<file path="src/rtl/dcpu16_arb_pkg.sv">
// Shared encodings for the DCPU16 fetch/data-bus memory arbiter.
// The timeout constants matter only in builds with DCPU16_ARB_TMO_EN.
package dcpu16_arb_pkg;

    typedef enum logic [1:0] {
        IDLE   = 2'd0,
        GNT_FS = 2'd1,
        GNT_AB = 2'd2
    } arb_state_e;

    localparam logic REQ_FS = 1'b0;
    localparam logic REQ_AB = 1'b1;

    localparam logic [15:0] ARB_TMO_FILL = 16'h0000;
    localparam int          ARB_TMO_DEF  = 16;

    function automatic arb_state_e gnt_state(input logic req);
        return (req == REQ_AB) ? GNT_AB : GNT_FS;
    endfunction

endpackage

</file>
<file path="src/rtl/dcpu16_mem_arb_if.sv">
// Strobe/ack bus used three times around the arbiter: fs, ab and mem.
// The requester side is the master; the responding side is the slave.
interface dcpu16_mem_arb_if #(
    parameter int AW = 16,
    parameter int DW = 16
);
    logic          stb;
    logic          wre;
    logic [AW-1:0] adr;
    logic [DW-1:0] dto;
    logic [DW-1:0] dti;
    logic          ack;

    modport master (output stb, wre, adr, dto, input dti, ack);
    modport slave  (input stb, wre, adr, dto, output dti, ack);
endinterface

</file>
<file path="src/rtl/dcpu16_arb_tmo.sv">
// Ack-timeout watchdog for the arbiter, built only with DCPU16_ARB_TMO_EN.
// Raises o_tmo in the TMO-th cycle of a grant that has seen no mem ack.
module dcpu16_arb_tmo #(
    parameter int TMO = 16
) (
    input  logic clk,
    input  logic rst,
    input  logic i_grant,
    input  logic i_load,
    input  logic i_mem_ack,
    output logic o_tmo,
    output logic o_err
);
    localparam logic [7:0] CNT_LAST = 8'(TMO - 1);

    logic [7:0] r_cnt;
    logic       r_err;

    always_ff @(posedge clk) begin
        if (rst) begin
            r_cnt <= 8'd0;
            r_err <= 1'b0;
        end else begin
            // A new grant (including a direct hand-over) restarts the count
            if (i_load || !i_grant) begin
                r_cnt <= 8'd0;
            end else if (!i_mem_ack) begin
                r_cnt <= r_cnt + 8'd1;
            end
            if (o_tmo) begin
                r_err <= 1'b1;
            end
        end
    end

    assign o_tmo = i_grant && !i_mem_ack && (r_cnt == CNT_LAST);
    assign o_err = r_err;

endmodule

</file>
<file path="src/rtl/dcpu16_mem_arb.sv">
// Round-robin arbiter sharing one single-port memory between the DCPU16
// fetch bus (fs) and data bus (ab). DCPU16_ARB_TMO_EN adds an ack timeout.
module dcpu16_mem_arb
    import dcpu16_arb_pkg::*;
#(
    parameter int AW  = 16,
    parameter int DW  = 16,
    parameter int TMO = ARB_TMO_DEF
) (
    input  logic               clk,
    input  logic               rst,
    dcpu16_mem_arb_if.slave    fs,
    dcpu16_mem_arb_if.slave    ab,
    dcpu16_mem_arb_if.master   mem,
    output logic               arb_err
);
    arb_state_e    r_state;
    arb_state_e    w_state_next;
    logic          r_lst;
    logic          w_lst_next;
    logic          r_mem_stb;
    logic          w_mem_stb_next;
    logic          r_mem_wre;
    logic [AW-1:0] r_mem_adr;
    logic [DW-1:0] r_mem_dto;

    logic          w_load;
    logic          w_sel;
    logic          w_tmo;
    logic          w_done;
    logic          w_ld_wre;
    logic [AW-1:0] w_ld_adr;
    logic [DW-1:0] w_ld_dto;
    logic [DW-1:0] w_dti;

    assign w_done = (r_state != IDLE) && (mem.ack || w_tmo);

    always_comb begin
        w_state_next   = r_state;
        w_lst_next     = r_lst;
        w_mem_stb_next = r_mem_stb;
        w_load         = 1'b0;
        w_sel          = REQ_FS;
        case (r_state)
            IDLE: begin
                if (fs.stb && ab.stb) begin
                    w_load = 1'b1;
                    w_sel  = (r_lst == REQ_AB) ? REQ_FS : REQ_AB;
                end else if (fs.stb) begin
                    w_load = 1'b1;
                    w_sel  = REQ_FS;
                end else if (ab.stb) begin
                    w_load = 1'b1;
                    w_sel  = REQ_AB;
                end
            end
            // The served requester's stb is still high here, so only the
            // other side may be granted on the completion edge.
            GNT_FS: begin
                if (w_done) begin
                    w_lst_next = REQ_FS;
                    if (ab.stb) begin
                        w_load = 1'b1;
                        w_sel  = REQ_AB;
                    end else begin
                        w_state_next   = IDLE;
                        w_mem_stb_next = 1'b0;
                    end
                end
            end
            GNT_AB: begin
                if (w_done) begin
                    w_lst_next = REQ_AB;
                    if (fs.stb) begin
                        w_load = 1'b1;
                        w_sel  = REQ_FS;
                    end else begin
                        w_state_next   = IDLE;
                        w_mem_stb_next = 1'b0;
                    end
                end
            end
            default: begin
                w_state_next   = IDLE;
                w_mem_stb_next = 1'b0;
            end
        endcase
        if (w_load) begin
            w_state_next   = gnt_state(w_sel);
            w_mem_stb_next = 1'b1;
        end
    end

    assign w_ld_wre = (w_sel == REQ_AB) ? ab.wre : fs.wre;
    assign w_ld_adr = (w_sel == REQ_AB) ? ab.adr : fs.adr;
    assign w_ld_dto = (w_sel == REQ_AB) ? ab.dto : fs.dto;

    always_ff @(posedge clk) begin
        if (rst) begin
            r_state   <= IDLE;
            r_lst     <= REQ_AB;
            r_mem_stb <= 1'b0;
            r_mem_wre <= 1'b0;
            r_mem_adr <= '0;
            r_mem_dto <= '0;
        end else begin
            r_state   <= w_state_next;
            r_lst     <= w_lst_next;
            r_mem_stb <= w_mem_stb_next;
            if (w_load) begin
                r_mem_wre <= w_ld_wre;
                r_mem_adr <= w_ld_adr;
                r_mem_dto <= w_ld_dto;
            end
        end
    end

    assign mem.stb = r_mem_stb;
    assign mem.wre = r_mem_wre;
    assign mem.adr = r_mem_adr;
    assign mem.dto = r_mem_dto;

    // A forced timeout ack returns the fill pattern instead of memory data
    assign w_dti  = w_tmo ? DW'(ARB_TMO_FILL) : mem.dti;
    assign fs.dti = w_dti;
    assign ab.dti = w_dti;
    assign fs.ack = (r_state == GNT_FS) && (mem.ack || w_tmo);
    assign ab.ack = (r_state == GNT_AB) && (mem.ack || w_tmo);

`ifdef DCPU16_ARB_TMO_EN
    dcpu16_arb_tmo #(
        .TMO(TMO)
    ) u_tmo (
        .clk       (clk),
        .rst       (rst),
        .i_grant   (r_state != IDLE),
        .i_load    (w_load),
        .i_mem_ack (mem.ack),
        .o_tmo     (w_tmo),
        .o_err     (arb_err)
    );
`else
    assign w_tmo   = 1'b0;
    assign arb_err = 1'b0;
`endif

endmodule

</file>
<file path="src/flat_wrapper.sv">
// flat-port wrapper written by rule: the top's interface ports become plain ports
module dcpu16_mem_arb_flat import dcpu16_arb_pkg::*;
#(
    parameter int AW  = 16,
    parameter int DW  = 16,
    parameter int TMO = ARB_TMO_DEF
)
  (clk, rst, arb_err, fs_stb, fs_wre, fs_adr, fs_dto, fs_dti, fs_ack, ab_stb, ab_wre, ab_adr, ab_dto, ab_dti, ab_ack, mem_stb, mem_wre, mem_adr, mem_dto, mem_dti, mem_ack);
  dcpu16_mem_arb_if #(.AW(AW), .DW(DW)) fs_i ();
  dcpu16_mem_arb_if #(.AW(AW), .DW(DW)) ab_i ();
  dcpu16_mem_arb_if #(.AW(AW), .DW(DW)) mem_i ();
  input  logic clk;
  input  logic rst;
  output logic arb_err;
  input wire logic [$bits(fs_i.stb)-1:0] fs_stb;
  input wire logic [$bits(fs_i.wre)-1:0] fs_wre;
  input wire logic [$bits(fs_i.adr)-1:0] fs_adr;
  input wire logic [$bits(fs_i.dto)-1:0] fs_dto;
  output wire logic [$bits(fs_i.dti)-1:0] fs_dti;
  output wire logic [$bits(fs_i.ack)-1:0] fs_ack;
  input wire logic [$bits(ab_i.stb)-1:0] ab_stb;
  input wire logic [$bits(ab_i.wre)-1:0] ab_wre;
  input wire logic [$bits(ab_i.adr)-1:0] ab_adr;
  input wire logic [$bits(ab_i.dto)-1:0] ab_dto;
  output wire logic [$bits(ab_i.dti)-1:0] ab_dti;
  output wire logic [$bits(ab_i.ack)-1:0] ab_ack;
  output wire logic [$bits(mem_i.stb)-1:0] mem_stb;
  output wire logic [$bits(mem_i.wre)-1:0] mem_wre;
  output wire logic [$bits(mem_i.adr)-1:0] mem_adr;
  output wire logic [$bits(mem_i.dto)-1:0] mem_dto;
  input wire logic [$bits(mem_i.dti)-1:0] mem_dti;
  input wire logic [$bits(mem_i.ack)-1:0] mem_ack;
  assign fs_i.stb = fs_stb;
  assign fs_i.wre = fs_wre;
  assign fs_i.adr = fs_adr;
  assign fs_i.dto = fs_dto;
  assign fs_dti = fs_i.dti;
  assign fs_ack = fs_i.ack;
  assign ab_i.stb = ab_stb;
  assign ab_i.wre = ab_wre;
  assign ab_i.adr = ab_adr;
  assign ab_i.dto = ab_dto;
  assign ab_dti = ab_i.dti;
  assign ab_ack = ab_i.ack;
  assign mem_stb = mem_i.stb;
  assign mem_wre = mem_i.wre;
  assign mem_adr = mem_i.adr;
  assign mem_dto = mem_i.dto;
  assign mem_i.dti = mem_dti;
  assign mem_i.ack = mem_ack;
  dcpu16_mem_arb #(.AW(AW), .DW(DW), .TMO(TMO)) u_core (.clk(clk), .rst(rst), .fs(fs_i), .ab(ab_i), .mem(mem_i), .arb_err(arb_err));
endmodule
</file>
<file path="config.mk">
export PLATFORM = sky130hd
export DESIGN_NAME = dcpu16_mem_arb_flat
export DESIGN_NICKNAME = d
export VERILOG_FILES = /design/src/rtl/dcpu16_arb_pkg.sv /design/src/rtl/dcpu16_mem_arb_if.sv /design/src/rtl/dcpu16_arb_tmo.sv /design/src/rtl/dcpu16_mem_arb.sv /design/src/flat_wrapper.sv
export SDC_FILE = /design/constraint.sdc
export NUM_CORES = 1
export LEC_CHECK = 0
export BUFFER_PORTS_ARGS = -buffer_cell sky130_fd_sc_hd__buf_2
export CORE_MARGIN = 2
export CORE_UTILIZATION = 42
export DETAILED_ROUTE_END_ITERATION = 16
export PLACE_DENSITY = 0.94
export RECOVER_POWER = 100
export SYNTH_ARGS = -nofsm -noshare
export SYNTH_HDL_FRONTEND = slang
export SYNTH_HIERARCHICAL = 1
export SYNTH_SLANG_ARGS = --single-unit
</file>
<file path="constraint.sdc">
create_clock -name clk -period 5 [get_ports clk]
set_clock_uncertainty 0.2 [all_clocks]
set_input_delay 0.25 -clock clk [delete_from_list [all_inputs] [get_ports clk]]
set_output_delay 0.25 -clock clk [all_outputs]
set_load 0.02 [all_outputs]
</file>
; ---- After elaboration in Yosys (flattened, before gate mapping)
; Index checks and enable logic that the tools add are counted.
[op_classes]
add_sub_neg = 0
mul = 0
div = 0
n_lt_le_gt_ge = 0
eq_ne = 9
shift = 0
n_mux = 30
bitwise = 0
reduce_logical = 9
[op_table]
columns = op, count
row1 = 2-to-1 mux 16 bit, 2
row2 = 2-to-1 mux 1 bit, 17
row3 = 2-to-1 mux 2 bit, 6
row4 = inequality test 2 x 1 -> 1 bit (second input constant), 3
row5 = inequality test 3 x 1 -> 1 bit (second input constant), 2
row6 = inequality test 3 x 2 -> 1 bit (second input constant), 2
row7 = one-hot mux 1 bit (3 select lines), 2
row8 = one-hot mux 2 bit (3 select lines), 1
row9 = AND reduction 5 bit, 1
row10 = logical AND 1 bit, 4
row11 = one-hot mux 1 bit (2 select lines), 2
row12 = nonzero test 2 bit, 2
row13 = AND reduction 3 bit, 1
row14 = == test 2 x 1 -> 1 bit (second input constant), 1
row15 = == test 2 bit (second input constant), 1
row16 = zero test 2 bit, 1
[word_totals]
register_bits = 37
latch_bits = 0
mem_bits_rw = 0
romBits = 0
inputBits = 87
n_memories = 0

; ---- Longest topological paths before layout
; Gate-level depths: netlist of run 1.
[depth]
depth_word = 6
ltp_mapped = 7

; ---- Worst setup path after synthesis of run 1
; OpenSTA, ideal clock, no wires.
[synth_timing]
kind = register -> register
startpoint = register u_core.r_state[1]
endpoint = register u_core.r_state[0]
setup_ps = 128
arrival_time_ps = 1316
t_required_ps = 4672
setup_slack_ps = 3356
stages_incl_launch_ff = 8
path_cell_list = dfxtp_1 -> buf_2 -> nor2b_2 -> o211a_1 -> buf_2 -> buf_4 -> o32a_1 -> nor2_1
[synth_between]
elab_chain_len = 6
elab_cells_between_ends = 18
cone_classes = eq/ne (7) / mux (7) / reduce/logical (4)
[synth_rtl]
columns = item, line
row1 = "start, declared", dcpu16_mem_arb.sv:17  ; arb_state_e r_state;
row2 = "start signal, assigned", dcpu16_mem_arb.sv:107  ; r_state <= w_state_next;
row3 = nonzero test 2 bit, dcpu16_mem_arb.sv:36  ; assign w_done = (r_state != IDLE) && (mem.ack || w_tmo);
row4 = logical AND 1 bit, dcpu16_mem_arb.sv:36
row5 = 2-to-1 mux 1 bit (on tied branches), "dcpu16_mem_arb.sv:72, dcpu16_mem_arb.sv:60"
row6 = one-hot mux 1 bit (3 select lines) / one-hot mux 1 bit (2 select lines) (equally long branches), dcpu16_mem_arb.sv:44  ; case (r_state)
row7 = "inequality test 3 x 1 -> 1 bit (no line), or another cell as far along", n/a
row8 = AND reduction 5 bit (no line) / 2-to-1 mux 2 bit (equally long branches), n/a
; Several ways; a longest one is shown, not always the timed one.
; A chain may end at the register's enable or synchronous reset.

; ---- Final worst setup path of run 1
; Ends and elaborated chain as after synthesis.

==> results of run 1 <==
==> cells in the mapped netlist <==
master	count	area, um2
a2111oi_0	1	8.76
a21oi_1	36	180
a221o_1	1	10.0
a221oi_4	1	26.3
a22o_1	1	8.76
a22oi_1	34	255
and3_1	1	6.26
and3b_1	1	8.76
buf_1	1	3.75
buf_2	10	50.1
buf_4	36	270
clkbuf_1	5	18.8
conb_1	1	3.75
dfxtp_1	37	741
inv_1	2	7.51
nand2_1	1	3.75
nand2b_1	1	6.26
nand3b_1	33	248
nor2_1	5	18.8
nor2b_2	1	8.76
nor3_1	2	10.0
o211a_1	1	10.0
o21ai_0	2	10.0
o32a_1	1	10.0
or2_1	1	6.26
or2_2	1	6.26
==> registers in the layout, summed over array words and instances, names as in the netlist <==
name            count
u_core/mem.stb      1
u_core/mem.dto     16
u_core/mem.wre      1
u_core/mem.adr     16
u_core/r_lst        1
u_core/r_state      2
==> final cells by class <==
class / instances / area [um2]
inverter: 2 / 7.51
multi-input combinational: 126 / 843
tap: 52 / 65.1
clock buffer: 6 / 72.6
sequential: 37 / 741
timing repair buffer: 108 / 497
clock inverter: 2 / 10.0
fill: 436 / 2150
==> worst max path at each step <==
stage | slack, ns | cells after the start | start | end
2_1_floorplan | 3.36 | 7 | u_core/r_state[1]$_SDFFE_PP0P_ | u_core/r_state[0]$_SDFFE_PP0P_
3_3_place_gp | 2.70 | 4 | u_core/r_state[0]$_SDFFE_PP0P_ | u_core/mem.adr[6]$_SDFFE_PP0P_
3_5_place_dp | 2.66 | 5 | u_core/r_state[1]$_SDFFE_PP0P_ | u_core/mem.adr[8]$_SDFFE_PP0P_
4_1_cts | 2.66 | 5 | u_core/r_state[1]$_SDFFE_PP0P_ | u_core/mem.adr[2]$_SDFFE_PP0P_
5_1_grt | 1.51 | 5 | u_core/r_state[1]$_SDFFE_PP0P_ | u_core/mem.adr[0]$_SDFFE_PP0P_
6_report | 1.86 | 5 | u_core/r_state[1]$_SDFFE_PP0P_ | u_core/r_state[0]$_SDFFE_PP0P_
==> worst register-to-register path, stage by stage, from the launching register on <==
cell and delay, ns:
dfxtp_1 0.38, nor2b_1 0.37, o211a_1 0.71, clkbuf_1 0.99, o32a_1 0.33, nor2_1 0.04
==> kinds of logic after synthesis <==
family	share of synthesized area (%)
AOI/OAI and AO/OA	26.8
buffers and inverters	18.1
and+or+nand+nor	16.7
DFF	38.2
other	0.194
==> metal layers <==
metal  wire length, um  global-route usage (%)  vias up
met5                 0                       0        -
met4                23                    5.66        0
met3               402                    4.58        4
met2              2390                    31.8      102
met1              1870                    19.0      822
li1                  -                       -      883
==> power breakdown <==
| group | switching (mW) | internal (mW) |
|---|---|---|
| combinational | 0.155 | 0.0977 |
| sequential | 0.0235 | 0.334 |
| clock | 0.103 | 0.0966 |
| total | 0.282 | 0.529 |
==> results.json, run 1 <==
{
  "status": "finished, final reports clean",
  "htree_levels": 2,
  "fmax_mhz": 318,
  "hpwl_um": 3370,
  "slew_viol_final": 0,
  "drive_above_1_share_pct": 28.5,
  "fin_util_pct": 51.0,
  "r2r-start": "u_core/r_state[1]$_SDFFE_PP0P_",
  "syn_inst": 217,
  "min_path_type": "primary input to flop",
  "min_period_ns": 3.14,
  "wire_per_inst_um": 14.1,
  "drt_iter0_markers": 57,
  "finalWorstSetupSlack_ns": 1.86,
  "r2r-end": "u_core/r_state[0]$_SDFFE_PP0P_",
  "core_region_area_um2": 4380,
  "crit_path_start_kind": "flop",
  "crit_slowest_cell": "clkbuf_1",
  "max_stage_delay_ns": 0.98,
  "antenna_left": 0,
  "maxSlewHeadroom_pct": 17.2,
  "layout_common_cells": "buf_2 (70), clkbuf_1 (38), dfxtp_1 (37)",
  "place.port_buffers": 106,
  "cts.clk_slew.worst_paths_ns": 0.07,
  "overflow": 0,
  "placed_cell_area_um2": 2200,
  "drc": 0,
  "die_w_um": 71.9,
  "layoutNonFillerInstCount": 333,
  "mappedNetlistArea_um2": 1940,
  "critPathBufInv": 1,
  "io_pins": 156,
  "setup.reg_to_reg.worst_slack_ns": 1.86,
  "track_usage_pct": 17.2,
  "hold_end": "u_core/mem.dto[1]$_SDFFE_PP0P_",
  "ys_types": 26,
  "dieArea_um2": 5170,
  "rr_worst_depth": 5,
  "synth_warnings": 6,
  "vias": 1811,
  "cts_buffers": 5,
  "ys_ff_latch": 37,
  "rows": 24,
  "path_class": "flop to flop",
  "min_from": "fs_dto[1]",
  "drv_cap": 0,
  "dr.pass1.iters": 4,
  "ys_seq_area_share_pct": 38.2,
  "cts-root-buf": "clkbuf_8",
  "grt_pass1_wl_um": 7180,
  "cp_max_fo": 37,
  "power.total_mw": 0.811,
  "cts_resized": 0,
  "die_y_um": 71.9,
  "required_ns": 4.95,
  "cts_tree": "yes",
  "rsz0062_at_grt": "false",
  "dp_slack_ns": 2.66,
  "critPathTopFamily": "compound AO/OA/AOI/OAI gates",
  "whs_ns": 0.0334,
  "cts.sinks": 37,
  "nets": 367,
  "powerDensity_nw_per_um2": 363,
  "finalHoldViolCount": 0,
  "tns_ns": 0,
  "worstSetupEndpointType": "flop",
  "worstPathCellList": "nor2b_1, o211a_1, clkbuf_1, o32a_1, nor2_1",
  "arrival_ns": 3.09,
  "totalWireLength_um": 4690,
  "grt_pass1_vias": 1679,
  "peakVddDrop_uv": 158,
  "gp_congestion": 0.754,
  "postCtsSetupBuffers": 0,
  "grt_max_degree": 38,
  "synth_nets": 304,
  "start_util_pct": 44.2,
  "tightest_slew_ns": 1.24,
  "hold_depth": 3,
  "fin_crit_sh_pct": 62.9,
  "antenna_cells": 0,
  "clkLatencyLatePin_ns": 0.28,
  "final_cell_area_um2": 2240,
  "finalSetupViolCount": 0,
  "synth_area_per_cell_um2": 8.93,
  "layout-area-overhead-vs-synth_pct": 15.4,
  "clk_path_buf_depth": 2,
  "vias_per_cell": 5.44,
  "antenna_found_initial": 0,
  "final_common_cell": "buf_2",
  "ctsHoldBuffers": 0,
  "power.leakage_nw": 0.919,
  "dp_cells": 325
}
Power figures use the tool's default switching activity.
==> run 2, diff against run 1 <==
--- a/config.mk
+++ b/config.mk
@@ -7,9 +7,9 @@
 export LEC_CHECK = 0
 export BUFFER_PORTS_ARGS = -buffer_cell sky130_fd_sc_hd__buf_2
 export CORE_MARGIN = 2
-export CORE_UTILIZATION = 42
+export CORE_UTILIZATION = 35
 export DETAILED_ROUTE_END_ITERATION = 16
-export PLACE_DENSITY = 0.94
+export PLACE_DENSITY = 0.85
 export RECOVER_POWER = 100
 export SYNTH_ARGS = -nofsm -noshare
 export SYNTH_HDL_FRONTEND = slang
==> constraint.sdc (replaced) <==
create_clock -name clk -period 2.8 [get_ports clk]
set_clock_uncertainty 0.2 [all_clocks]
set_input_delay 0.14 -clock clk [delete_from_list [all_inputs] [get_ports clk]]
set_output_delay 0.14 -clock clk [all_outputs]
set_load 0.02 [all_outputs]
==> run 2 against run 1 <==
Compared with the run above:
- sequential cell count is the same
- count of clock-buffer cells in the layout grew 2
- highest routed layer unchanged
- first-iteration DRC count grew 96%
- hold slack gained 0.047 ns
- global-route usage grew 3.1 points
- sequential share of layout area shrank 7.9 points
- combinational power grew 110%
- worst setup slack lost 1.6 ns
- register-to-register slack lost 1.5 ns
==> results.json, run 2 (synthesized netlist as in run 1, its figures left out) <==
{
  "nFillCells": 508,
  "grtUsageMet2_pct": 37.9,
  "min_path_type": "primary input to primary output",
  "vias": 2159,
  "power.share.sequential_pct": 41.9,
  "grt_max_degree": 39,
  "antenna_found_initial": 0,
  "finalSetupViolCount": 0,
  "fin_crit_sh_pct": 90.4,
  "path_class": "primary input to flop",
  "multi_input_area_um2": 846,
  "antenna_cells": 0,
  "tightest_slew_ns": 1.27,
  "crit_path_start_kind": "primary input",
  "hpwl_um": 3260,
  "grt_pass1_wl_um": 9850,
  "die_w_um": 78.4,
  "fmax_mhz": 395,
  "overflow": 0,
  "power.switching_mw": 0.518,
  "clk_path_buf_depth": 2,
  "ctsHoldBuffers": 67,
  "fin_util_pct": 54.1,
  "met1_usage_pct": 20.7,
  "layout_common_cells": "buf_2 (70), dlygate4sd3_1 (67), clkbuf_1 (39)",
  "power.leakage_nw": 1.20,
  "seq_area_um2": 741,
  "vias_per_cell": 5.13,
  "cts_buffers": 5,
  "drt_iter0_markers": 112,
  "final_common_cell": "buf_2",
  "finalHoldViolCount": 0,
  "die_y_um": 78.4,
  "totalWireLength_um": 6370,
  "grt_pass1_vias": 2170,
  "cts_tree": "yes",
  "wire_per_inst_um": 15.1,
  "finalWorstSetupSlack_ns": 0.268,
  "layout-area-overhead-vs-synth_pct": 51.8,
  "postCtsSetupBuffers": 0,
  "cts.sinks": 37,
  "worstSetupEndpointType": "flop",
  "io_pins": 156,
  "cts-root-buf": "clkbuf_8",
  "start_util_pct": 35.6,
  "clkLatencyLatePin_ns": 0.28,
  "cts.clk_slew.worst_paths_ns": 0.07,
  "tns_ns": 0,
  "rsz0062_at_grt": "false",
  "layoutNonFillerInstCount": 421,
  "gp_congestion": 0.846,
  "rows": 27,
  "place.port_buffers": 106,
  "powerDensity_nw_per_um2": 520,
  "drive_above_1_share_pct": 23.2,
  "status": "finished, final reports clean",
  "track_usage_pct": 20.3,
  "cts_resized": 0,
  "dieArea_um2": 6140,
  "cp_max_fo": 33,
  "internal_power_mw": 1.01,
  "drv_cap": 0,
  "slew_viol_final": 0,
  "p_clk_share_pct": 22.6,
  "arrival_ns": 2.53,
  "p_sw_share_pct": 33.9,
  "htree_levels": 2,
  "dp_cells": 346,
  "drc": 0,
  "antenna_left": 0,
  "dr.pass1.iters": 4,
  "peakVddDrop_uv": 229,
  "power.total_mw": 1.53,
  "required_ns": 2.79,
  "grt-busiest-layer": "met2",
  "combPwrFrac_pct": 35.5,
  "core_region_area_um2": 5440,
  "nets": 435,
  "globalRouteMet3Util_pct": 5.86,
  "min_period_ns": 2.53,
  "dp_slack_ns": 0.472,
  "maxSlewHeadroom_pct": 15.0
}
[run 2: changes by cell type in the layout (fill, tap and decap cells not counted), sizes merged]
cell         change
clkbuf           +2
dlygate4sd3     +67
clkinv           -2
buf              +1
[run 2: final cells by class]
type / instances / area share, %
clock buffer: 8 / 2.72
inverter: 2 / 0.255
multi-input combinational: 126 / 28.8
sequential: 37 / 25.2
tap: 72 / 3.06
timing repair buffer: 176 / 40.0
[run 2: metal layers]
metal	vias to the layer above	part of all wire, %	routed length, um
met2	102	52	3290
met3	31	7.2	456
met5	-	0	0
met4	0	3.6	228
li1	1019	-	-
met1	1007	38	2400
[run 2: power by group through the flow]
stage	registers (mW)	logic, mW	clock network, mW
final	0.641	0.543	0.345
after global routing	0.648	0.591	0.382
after CTS	0.636	0.549	0.364
after detailed placement	0.646	0.479	0
after global placement	0.644	0.468	0
after floorplan	0.723	0.319	0
[run 2: worst paths after layout]
kind / startpoint / end / slack [ns] / depth (start not counted)
hold reg to reg: u_core/mem.dto[0]$_SDFFE_PP0P_ / u_core/mem.dto[0]$_SDFFE_PP0P_ / 0.34 / 2
setup / recovery: ab_stb / u_core/mem.adr[15]$_SDFFE_PP0P_ / 0.27 / 6
setup reg to reg: u_core/r_state[1]$_SDFFE_PP0P_ / u_core/mem.adr[15]$_SDFFE_PP0P_ / 0.37 / 4
hold / removal: mem_dti[13] / ab_dti[13] / 0.08 / 0
[run 2: critical path, cell delays in order]
cell           delay (ns)
dlygate4sd3_1        0.52
buf_2                0.13
nor2b_2              0.27
a221o_1              1.05
nand3b_1             0.16
a21oi_1              0.24
[run 2: through the flow]
step,hold slack (ns),cell area [um2]
3_5_place_dp,0.0802,2240
3_3_place_gp,0.0802,2240
6_report,0.0800,2940
4_1_cts,0.0802,2990
5_1_grt,0.0800,2940
2_1_floorplan,0.101,1940
==> run 3, diff against run 2 <==
--- a/config.mk
+++ b/config.mk
@@ -5,11 +5,15 @@
 export SDC_FILE = /design/constraint.sdc
 export NUM_CORES = 1
 export LEC_CHECK = 0
+export ABC_CLOCK_PERIOD_IN_PS = 2800
 export BUFFER_PORTS_ARGS = -buffer_cell sky130_fd_sc_hd__buf_2
+export CELL_PAD_IN_SITES_DETAIL_PLACEMENT = 0
+export CELL_PAD_IN_SITES_GLOBAL_PLACEMENT = 1
 export CORE_MARGIN = 2
-export CORE_UTILIZATION = 35
+export CORE_UTILIZATION = 24
+export CTS_CLUSTER_DIAMETER = 100
 export DETAILED_ROUTE_END_ITERATION = 16
-export PLACE_DENSITY = 0.85
+export PLACE_DENSITY = 0.86
 export RECOVER_POWER = 100
 export SYNTH_ARGS = -nofsm -noshare
 export SYNTH_HDL_FRONTEND = slang
==> run 3 against run 2 <==
Compared with the run above:
- die area rose by 43%
- highest routed layer unchanged
- sequential share of layout area fell by 0.44 points
- critical path depth rose by 2
- largest power group unchanged
- total power rose by 5.4%
- worst setup slack got worse by 0.053 ns
==> results.json, run 3 (synthesized netlist as in run 1, its figures left out) <==
{
  "seq_area_um2": 741,
  "combPwrFrac_pct": 36.8,
  "start_util_pct": 24.9,
  "cts_tree": "yes",
  "status": "finished, final reports clean",
  "dp_cells": 377,
  "dieArea_um2": 8810,
  "finalSetupViolCount": 0,
  "io_pins": 156,
  "rows": 32,
  "totalWireLength_um": 5970,
  "fmax_mhz": 387,
  "place.port_buffers": 106,
  "drive_above_1_share_pct": 23.8,
  "nFillCells": 806,
  "dr.pass1.iters": 4,
  "htree_levels": 2,
  "finalHoldViolCount": 0,
  "core_region_area_um2": 7770,
  "tightest_slew_ns": 0.716,
  "power.switching_mw": 0.536,
  "rsz0062_at_grt": "false",
  "track_usage_pct": 13.1,
  "required_ns": 2.82,
  "drt_iter0_markers": 119,
  "cts.sinks": 37,
  "die_y_um": 93.8,
  "maxSlewHeadroom_pct": 52.2,
  "clkLatencyLatePin_ns": 0.28,
  "tns_ns": 0,
  "nets": 436,
  "worstSetupEndpointType": "flop",
  "internal_power_mw": 1.08,
  "path_class": "primary input to flop",
  "arrival_ns": 2.61,
  "grt_max_degree": 38,
  "drc": 0,
  "die_w_um": 93.8,
  "multi_input_area_um2": 846,
  "power.leakage_nw": 1.26,
  "cts_buffers": 5,
  "drv_cap": 0,
  "final_common_cell": "buf_2",
  "whs_ns": 0.0631,
  "antenna_found_initial": 0,
  "overflow": 0,
  "powerDensity_nw_per_um2": 538,
  "layoutNonFillerInstCount": 451,
  "p_clk_share_pct": 23.4,
  "cts-root-buf": "clkbuf_8",
  "vias": 2089,
  "gp_congestion": 0.753,
  "fin_crit_sh_pct": 92.3,
  "vias_per_cell": 4.63,
  "clk_path_buf_depth": 2,
  "antenna_cells": 0,
  "antenna_left": 0,
  "min_period_ns": 2.59,
  "layout_common_cells": "buf_2 (69), dlygate4sd3_1 (67), clkbuf_1 (38)",
  "postCtsSetupBuffers": 0,
  "grt_pass1_vias": 2019,
  "peakVddDrop_uv": 302,
  "cts.clk_slew.worst_paths_ns": 0.07,
  "wire_per_inst_um": 13.2,
  "cp_max_fo": 34,
  "p_sw_share_pct": 33.2,
  "grt_pass1_wl_um": 9360,
  "slew_viol_final": 0,
  "layout-area-overhead-vs-synth_pct": 54.5,
  "hpwl_um": 3330,
  "power.share.sequential_pct": 39.7,
  "min_path_type": "primary input to flop",
  "crit_path_start_kind": "primary input"
}
[run 3: cell count changes in the layout (fill, tap and decap cells not counted), sizes merged]
cell,before,now
buf,72,73
clkbuf,45,44
[run 3: critical path, cell delays in order]
cell and delay [ns]:
dlygate4sd3_1 0.53, clkbuf_1 0.13, or2_0 0.30, a221oi_4 0.23, buf_4 0.39, a22oi_1 0.11, a21oi_1 0.18, dlygate4sd3_1 0.58
[run 3: final timing paths]
check | end | slack (ns) | from | cells after the start
worst min-delay path | u_core/mem.stb$_SDFFE_PP0P_ | 0.06 | fs_stb | 3
worst min register to register | u_core/r_lst$_SDFFE_PP1P_ | 0.41 | u_core/r_state[0]$_SDFFE_PP0P_ | 2
worst max-delay path | u_core/mem.adr[13]$_SDFFE_PP0P_ | 0.21 | ab_stb | 8
worst max register to register | u_core/mem.adr[13]$_SDFFE_PP0P_ | 0.36 | u_core/r_state[1]$_SDFFE_PP0P_ | 6
[run 3: final cells by class]
| type | instances | area share, % |
|---|---|---|
| Inverter | 2 | 0.251 |
| Timing Repair Buffer | 177 | 39.6 |
| Clock buffer | 7 | 2.88 |
| Tap cell | 102 | 4.26 |
| Multi-Input combinational cell | 126 | 28.3 |
| Sequential cell | 37 | 24.7 |
[run 3: power by group through the flow]
stage          Combinational (mW)  Sequential [mW]  Clock, mW
6_report                    0.593            0.640      0.378
5_1_grt                     0.648            0.650      0.426
4_1_cts                     0.603            0.636      0.403
3_5_place_dp                0.483            0.646          0
3_3_place_gp                0.477            0.646          0
2_1_floorplan               0.319            0.723          0
[run 3: metrics by stage]
| step | util, % | setup WS [ns] | cell area (um2) | power (mW) |
|---|---|---|---|---|
| 3_5_place_dp | 29.4 | 0.960 | 2280 | 1.13 |
| 6_report | 38.5 | 0.215 | 2990 | 1.61 |
| 4_1_cts | 39.1 | 0.325 | 3040 | 1.64 |
| 2_1_floorplan | - | 1.16 | 1940 | 1.04 |
| 3_3_place_gp | 29.4 | 0.985 | 2280 | 1.12 |
| 5_1_grt | 38.5 | 0.0912 | 2990 | 1.72 |
[run 3: timing repair]
item                      4_1_cts  5_1_grt
hold endpoints to repair       35        0
gates resized for setup         0        0
hold buffers                   67        0
[run 3: metal layers]
layer	vias up	global-route usage (%)	share of wire, %
li1	1018	-	-
met1	967	14.0	40
met2	87	25.1	51
met3	17	2.73	7.1
met4	0	4.71	1.6
met5	-	0	0
